[config.mk]
export PLATFORM = sky130hd
export DESIGN_NAME = decoder_main
export DESIGN_NICKNAME = d
export VERILOG_FILES = /design/src/rtl/decoder_main.sv
export SDC_FILE = /design/constraint.sdc
export NUM_CORES = 1
export LEC_CHECK = 0
export ABC_AREA = 1
export CORE_MARGIN = 2
export CORE_UTILIZATION = 50
export CTS_BUF_LIST = sky130_fd_sc_hd__clkbuf_8 sky130_fd_sc_hd__clkbuf_16
export DETAILED_ROUTE_END_ITERATION = 12
export GPL_ROUTABILITY_DRIVEN = 0
export PLACE_DENSITY = 0.65
export SYNTH_ARGS = -nofsm -noshare
export SYNTH_HDL_FRONTEND = slang
export SYNTH_SLANG_ARGS = --single-unit
[constraint.sdc]
create_clock -name clk -period 4.7 [get_ports clk]
set_clock_uncertainty 0.05 [all_clocks]
set_input_delay 0.94 -clock clk [delete_from_list [all_inputs] [get_ports clk]]
set_output_delay 0.94 -clock clk [all_outputs]
set_load 0.005 [all_outputs]
[src/rtl/decoder_main.sv]
// rtl/decoder_main.sv - constant-weight 18-9 gap decoder with its best_d helper.
// Optional gap range check (dec_err) enabled by defining DEC_CHECK_EN.

module best_d (
    input  logic        clk,
    input  logic [18:0] n,
    input  logic [3:0]  t,
    output logic [17:0] d,
    output logic [4:0]  u
);
    logic [18:0] n_q;
    logic [3:0]  t_q;
    logic [4:0]  u_c;

    // Largest u in 0..17 with t*2^u <= n; u=0 when no candidate qualifies.
    always_comb begin
        u_c = '0;
        for (int i = 0; i < 18; i++) begin
            if (({19'b0, t_q} << i) <= {4'b0, n_q})
                u_c = 5'(i);
        end
    end

    always_ff @(posedge clk) begin
        n_q <= n;
        t_q <= t;
        u   <= u_c;
        d   <= 18'(1) << u_c;
    end
endmodule

module decoder_main #(
    parameter int N_INIT = 262144,
    parameter int T_INIT = 9,
    parameter int GAP_W  = 18
) (
    input  logic             clk,
    input  logic             rst_b,
    input  logic             start,
    input  logic [GAP_W-1:0] cw_word,
    input  logic             cw_valid,
    output logic             cw_ack,
    output logic             bin_msg,
    output logic             writefifo,
    input  logic             fifofull,
    output logic             ready,
    output logic             done,
    output logic             dec_err
);
    typedef enum logic [3:0] {
        S_IDLE, S_GET, S_BEST, S_CMP, S_ONE, S_ZERO, S_SUFX, S_UPD, S_SKIP, S_FIN
    } state_t;

    state_t           state;
    logic [18:0]      n;
    logic [3:0]       t;
    logic [GAP_W-1:0] g;
    logic [4:0]       k;
    logic             settle;
    logic [17:0]      d;
    logic [4:0]       u;
    logic [18:0]      g19;
    logic [18:0]      d19;

    assign g19 = 19'(g);
    assign d19 = {1'b0, d};

    best_d u_best_d (
        .clk (clk),
        .n   (n),
        .t   (t),
        .d   (d),
        .u   (u)
    );

    always_ff @(posedge clk or negedge rst_b) begin
        if (!rst_b) begin
            state  <= S_IDLE;
            n      <= 19'(N_INIT);
            t      <= 4'(T_INIT);
            g      <= '0;
            k      <= '0;
            settle <= 1'b0;
        end else begin
            case (state)
                S_IDLE: if (start) begin
                    n     <= 19'(N_INIT);
                    t     <= 4'(T_INIT);
                    state <= S_GET;
                end
                S_GET: if (cw_valid) begin
                    g      <= cw_word;
                    settle <= 1'b0;
                    state  <= (n <= 19'(t)) ? S_SKIP : S_BEST;
                end
                // best_d is two registers deep; wait for it to reflect the current n,t.
                S_BEST: begin
                    settle <= 1'b1;
                    if (settle)
                        state <= S_CMP;
                end
                S_CMP: state <= (g19 >= d19) ? S_ONE : S_ZERO;
                S_ONE: if (!fifofull) begin
                    g      <= GAP_W'(g19 - d19);
                    n      <= n - d19;
                    settle <= 1'b0;
                    state  <= S_BEST;
                end
                S_ZERO: if (!fifofull) begin
                    k     <= u;
                    state <= (u == 5'd0) ? S_UPD : S_SUFX;
                end
                S_SUFX: if (!fifofull) begin
                    k <= k - 5'd1;
                    if (k == 5'd1)
                        state <= S_UPD;
                end
                S_UPD: begin
                    n     <= n - g19 - 19'd1;
                    t     <= t - 4'd1;
                    state <= (t == 4'd1) ? S_FIN : S_GET;
                end
                S_SKIP: begin
                    n     <= n - 19'd1;
                    t     <= t - 4'd1;
                    state <= (t == 4'd1) ? S_FIN : S_GET;
                end
                S_FIN:   state <= S_IDLE;
                default: state <= S_IDLE;
            endcase
        end
    end

    always_comb begin
        writefifo = 1'b0;
        bin_msg   = 1'b0;
        case (state)
            S_ONE: begin
                writefifo = !fifofull;
                bin_msg   = 1'b1;
            end
            S_ZERO: writefifo = !fifofull;
            S_SUFX: begin
                writefifo = !fifofull;
                bin_msg   = g[k - 5'd1];
            end
            default: ;
        endcase
    end

    assign cw_ack = (state == S_UPD) || (state == S_SKIP);
    assign ready  = cw_ack;
    assign done   = (state == S_FIN);

`ifdef DEC_CHECK_EN
    logic err_q;

    // g > n-t evaluated as g+t > n so a small n cannot wrap the comparison.
    always_ff @(posedge clk or negedge rst_b) begin
        if (!rst_b)
            err_q <= 1'b0;
        else if (state == S_IDLE && start)
            err_q <= 1'b0;
        else if (state == S_UPD && (({1'b0, g19} + 20'(t)) > {1'b0, n}))
            err_q <= 1'b1;
        else if (state == S_SKIP && g != '0)
            err_q <= 1'b1;
    end

    assign dec_err = err_q;
`else
    assign dec_err = 1'b0;
`endif
endmodule

==> impl_metrics.env, run 1 <==
export IMPL_max_cap_violations=0
export IMPL_place_ws_ns=1.11
export IMPL_antenna_found_initial=0
export IMPL_max_stage_delay_ns=0.63
export IMPL_synth_edf_count=0
export IMPL_status="complete, no violations"
export IMPL_layout_setup_ws_ns=0.613
export IMPL_worst_path_max_delay_cell="dfrtp_1"
export IMPL_use_met1_pct=38.0
export IMPL_grt_pass1_vias=7781
export IMPL_hold_buffers=0
export IMPL_finalSetupViolations=0
export IMPL_cts_resized=0
export IMPL_p_leak_nw=4.46
export IMPL_areaGrowthSynthToFinish_pct=9.53
export IMPL_final_common_cell="nand2_1"
export IMPL_worstPathCellList="inv_1, ha_1, inv_1, o21ai_0, a21oi_1, o311ai_0, o31ai_1, o221ai_1, clkdlybuf4s50_1"
export IMPL_most_common_layout_cells="nand2_1 (213), inv_1 (171), ha_1 (127)"
export IMPL_synthArstFlopShare_pct=52.6
export IMPL_clockRootBuffer="clkbuf_16"
export IMPL_slew_headroom_pct=39.8
export IMPL_h_tree_depth=3
export IMPL_tns_ns=0
export IMPL_power_density_nw_per_um2=806
export IMPL_n_antenna_cell=0
export IMPL_drive_gt1_share_pct=6.59
export IMPL_slew_viol_final=0
export IMPL_drtIter0Drc=549
export IMPL_max_freq_ghz=0.245
export IMPL_drtAntennaViolNets=0
export IMPL_num_vias=8323
export IMPL_fill_cells=1692
export IMPL_hold_depth=0
export IMPL_pin_count=29
export IMPL_viasPerCell=5.60
export IMPL_initial_utilization_pct=50.7
export IMPL_die_w_um=136
export IMPL_tritoncts="built"
export IMPL_cts_buffer_depth=2
export IMPL_wl_um=25300
export IMPL_drc_errors=0
export IMPL_grt_pass1_wl_um=40100
export IMPL_postSynthAreaPerCell_um2=7.14
export IMPL_top_usage_layer="met2"
export IMPL_rsz0062_at_grt="no"
export IMPL_hpwl_um=20200
export IMPL_syn_area_um2=8710
export IMPL_path_common_cell="inv_1"
export IMPL_nets=1408
export IMPL_start_kind="register"
export IMPL_grt_max_degree=33
export IMPL_crit_fanout=17
export IMPL_ys_seq_area_share_pct=25.3
export IMPL_r2r_cells=21
export IMPL_tightest_slew_ns=0.896
export IMPL_cts_sinks=97
export IMPL_io_buffer_count=27
export IMPL_clkTransAtPathRegs_ns=0.07
export IMPL_rows=48
export IMPL_synth_cell_type_count=65
export IMPL_required_ns=3.71
export IMPL_hold_class="register to register"
export IMPL_path_class="register to output pin"
export IMPL_clk_latency_ns=0.36
export IMPL_core_area_um2=17200
export IMPL_synth_warning_count=0
export IMPL_wire_per_inst_um=17.0
export IMPL_crit_arrival_ns=3.10
export IMPL_synth_nets=1374
export IMPL_drt_first_pass_iters=5
export IMPL_die_area_um2=18500
export IMPL_overflow=0
export IMPL_synthFlopType="dfrtp_1"
export IMPL_vdd_ir_drop_max_mv=0.442
export IMPL_finalHoldViolCount=0
export IMPL_synth_cells=1221
export IMPL_cts_buffers=9
export IMPL_die_height_um=136
export IMPL_postCtsSetupRepairBufs=0
export IMPL_grtUsageTotal_pct=27.9
export IMPL_synth_seq_cells=97
export IMPL_period_share_pct=87.0
export IMPL_grt_use_met2_pct=44.9
export IMPL_period_minus_slack_ns=4.09
export IMPL_use_met3_pct=4.88
export IMPL_crit_path_end_kind="output pin"
## registers in the layout (all words and copies together), names as in the netlist
name and cells:
u_best_d.d 18, k 5, u_best_d.t_q 4, g 18, t 4, state 4
u_best_d.u 5, n 19, u_best_d.n_q 19, settle 1
## critical path: cells and delay by family (launching register included)
family	cells	cell delay (ns)
flip-flops	1	0.63
AO/OA/AOI/OAI	5	0.82
buffers and inverters	3	0.87
adder cells (fa/ha/maj)	1	0.42
## cells in the mapped netlist, drive strengths merged, types with 10 or more instances
cell type,n,area (um2)
nor3,23,136
o22ai,13,81.3
or2,14,87.6
dfxtp,46,921
dfrtp,48,1200
a21oi,107,543
o211ai,14,105
xor2,16,140
nand4,24,156
ha,127,1590
nor2,122,498
inv,175,657
a21o,10,75.1
nand3,53,288
o21ai,94,474
a31oi,24,150
nand2,222,871
## power breakdown
part	switching (W)	internal (W)	total (W)
Sequential	0.000527	0.00121	0.00173
Combinational	0.00333	0.00195	0.00528
Clock	0.000331	0.000354	0.000685
Total	0.00418	0.00351	0.00770
## cell families after synthesis
group / after synthesis / share of synthesized area [%]
other cells: 1 / 0.0430
flops: 97 / 25.3
compound gates: 305 / 20.5
mux: 2 / 0.258
simple gates: 473 / 24.6
xor+xnor: 19 / 1.91
buf+inv: 194 / 8.53
fa+ha+maj: 130 / 18.9
## worst paths after layout
path	slack (ns)	from	end
max in group asynchronous	3.16	rst_b	n[18]
setup / recovery	0.61	k[0]	bin_msg
hold / removal	0.32	t[1]	u_best_d.t_q[1]
hold reg to reg	0.32	t[1]	u_best_d.t_q[1]
min in group asynchronous	0.54	rst_b	state[1]
setup reg to reg	1.21	state[1]	n[17]
## final cells by class
cell class	instances	area (um2)	share of cell area [%]
multi-input combinational	930	5770	60.5
sequential	97	2200	23.1
inverter	178	668	7.00
timing repair buffer	39	355	3.72
tap	225	282	2.95
clock buffer	9	225	2.36
clock inverter	7	41.3	0.433
## metrics by stage
stage | hold WS (ns) | utilization, % | total power, W | instance area (um2) | std cells
finish | 0.323 | 55.6 | 0.00770 | 9550 | 1485
CTS | 0.322 | 55.6 | 0.00766 | 9550 | 1485
global route | 0.329 | 55.6 | 0.00854 | 9550 | 1485
floorplan | 0.297 | - | 0.00558 | 8710 | 1221
global placement | 0.304 | 54.0 | 0.00686 | 9280 | 1469
detailed placement | 0.304 | 54.0 | 0.00695 | 9280 | 1469
## routing by layer
layer | up-vias | share of wire, %
met4 | 0 | 3.0
met2 | 186 | 45
met5 | - | 0
met3 | 50 | 4.5
met1 | 3822 | 47
li1 | 4265 | -
(Power assumes the default switching activity.)
==> inputs of run 2 (changes only) <==
--- a/config.mk
+++ b/config.mk
@@ -11,7 +11,7 @@
 export CTS_BUF_LIST = sky130_fd_sc_hd__clkbuf_8 sky130_fd_sc_hd__clkbuf_16
 export DETAILED_ROUTE_END_ITERATION = 12
 export GPL_ROUTABILITY_DRIVEN = 0
-export PLACE_DENSITY = 0.65
+export PLACE_DENSITY = 0.7
 export SYNTH_ARGS = -nofsm -noshare
 export SYNTH_HDL_FRONTEND = slang
 export SYNTH_SLANG_ARGS = --single-unit
==> run 2 against run 1 <==
Cell area is 0.33% higher. Sequential cell count stayed put. Total power is 1.3% higher. Worst hold slack better by 0.0055 ns. Via count is 1.7% higher. Global-route usage is 0.28 points lower. Clock power is 15% higher. Count of clock-buffer cells in the layout is 2 higher. Critical path depth stayed put. Non-clock buffer count is 2 lower. Register-to-register slack worse by 0.28 ns. Setup slack better by 0.053 ns. Largest power group unchanged. Highest routed layer unchanged.
==> impl_metrics.env, run 2 (synthesized netlist as in run 1, its figures left out) <==
export IMPL_required_ns=3.71
export IMPL_clkPwrFrac_pct=10.1
export IMPL_hold_buffers=0
export IMPL_viasPerCell=5.71
export IMPL_path_class="register to output pin"
export IMPL_period_minus_slack_ns=4.03
export IMPL_num_vias=8465
export IMPL_place_ws_ns=1.05
export IMPL_die_height_um=136
export IMPL_finalHoldViolCount=0
export IMPL_die_w_um=136
export IMPL_vdd_ir_drop_max_mv=0.453
export IMPL_postCtsSetupRepairBufs=0
export IMPL_grt_max_degree=39
export IMPL_initial_utilization_pct=50.7
export IMPL_finalSetupViolations=0
export IMPL_drive_gt1_share_pct=6.60
export IMPL_hp_start="t[1]"
export IMPL_nets=1406
export IMPL_largestRegisters="n x19, u_best_d.n_q x19"
export IMPL_areaGrowthSynthToFinish_pct=9.89
export IMPL_status="complete, no violations"
export IMPL_drtIter0Drc=744
export IMPL_period_share_pct=85.8
export IMPL_clk_latency_ns=0.35
export IMPL_r2r_start="state[1]"
export IMPL_max_freq_ghz=0.248
export IMPL_cts_sinks=97
export IMPL_hold_class="register to register"
export IMPL_rows=48
export IMPL_critical_path_startpoint="k[0]"
export IMPL_core_area_um2=17200
export IMPL_p_leak_nw=4.47
export IMPL_fill_cells=1679
export IMPL_p_seq_share_pct=22.1
export IMPL_use_met3_pct=4.70
export IMPL_wl_um=24900
export IMPL_cts_buffer_depth=2
export IMPL_die_area_um2=18500
export IMPL_most_common_layout_cells="nand2_1 (213), inv_1 (169), ha_1 (127)"
export IMPL_h_tree_depth=3
export IMPL_layout_setup_ws_ns=0.665
export IMPL_power_density_nw_per_um2=814
export IMPL_slew_viol_final=0
export IMPL_tritoncts="built"
export IMPL_hpwl_um=19700
export IMPL_max_cap_violations=0
export IMPL_pwr_share_comb_pct=67.8
export IMPL_clkTransAtPathRegs_ns=0.07
export IMPL_cts_buffers=9
export IMPL_pin_count=29
export IMPL_tns_ns=0
export IMPL_tightest_slew_ns=0.931
export IMPL_drtAntennaViolNets=0
export IMPL_top_usage_layer="met2"
export IMPL_crit_fanout=17
export IMPL_cts_resized=0
export IMPL_grt_use_met2_pct=44.8
export IMPL_switching_share_pct=53.8
export IMPL_overflow=0
export IMPL_slew_headroom_pct=37.9
export IMPL_grtUsageTotal_pct=27.6
export IMPL_use_met1_pct=36.7
export IMPL_io_buffer_count=27
export IMPL_grt_pass1_wl_um=39800
export IMPL_rsz0062_at_grt="no"
export IMPL_n_antenna_cell=0
export IMPL_antenna_found_initial=0
export IMPL_drc_errors=0
export IMPL_p_sw_w=0.00419
export IMPL_wire_per_inst_um=16.8
export IMPL_clockRootBuffer="clkbuf_16"
export IMPL_grt_pass1_vias=7818
export IMPL_crit_path_end_kind="output pin"
export IMPL_crit_arrival_ns=3.04
export IMPL_start_kind="register"
export IMPL_final_common_cell="nand2_1"
export IMPL_intPower_w=0.00360
export IMPL_drt_first_pass_iters=5
## run 2: area by class of cell
cell class / count / area (um2) / area share [%]
Inverter: 178 / 668 / 6.98
Multi-Input combinational cell: 930 / 5770 / 60.3
Tap cell: 225 / 282 / 2.94
Sequential cell: 97 / 2200 / 23.0
Clock inverter: 5 / 60.1 / 0.627
Clock buffer: 11 / 253 / 2.64
Timing Repair Buffer: 37 / 340 / 3.55
## run 2: path summary, 6_finish.rpt
check                                  end  slack [ns]  cells past startpoint
max                                bin_msg        0.67                      9
min reg2reg                u_best_d.t_q[1]        0.33                      0
max in group asynchronous             n[3]        3.10                      2
max reg2reg                          n[17]        0.93                     20
min                        u_best_d.t_q[1]        0.33                      0
min in group asynchronous         state[1]        0.66                      1
## run 2: metrics by stage
stage                     hold slack, ns  util, %  total power [W]  cell area [um2]  instances
after floorplan                    0.297        -          0.00558             8710       1221
after global placement             0.304     53.9          0.00680             9260       1467
after detailed placement           0.317     53.9          0.00692             9260       1467
after CTS                          0.334     55.8          0.00774             9580       1483
after global routing               0.345     55.8          0.00864             9580       1483
final                              0.329     55.8          0.00779             9580       1483
## run 2: worst max-delay path, cell delays in order, from the launching register on
cell	delay, ns
dfrtp_1	0.63
inv_1	0.22
ha_1	0.40
inv_1	0.13
o21ai_0	0.10
a21oi_1	0.07
o311ai_0	0.32
o31ai_1	0.12
o221ai_1	0.17
clkdlybuf4s50_1	0.53
## run 2: power groups by stage
stage	combinational, W	sequential [W]	clock (W)
CTS	0.00523	0.00172	0.000792
finish	0.00528	0.00172	0.000785
global route	0.00603	0.00178	0.000828
floorplan	0.00407	0.00152	0
detailed placement	0.00519	0.00173	0
global placement	0.00507	0.00173	0
## run 2: metal layers
layer	vias to the layer above	share of wire [%]	wire length, um
met4	0	3.2	793
met2	249	46	11400
met5	-	0	0
met1	3885	45	11100
met3	51	6.3	1550
li1	4280	-	-
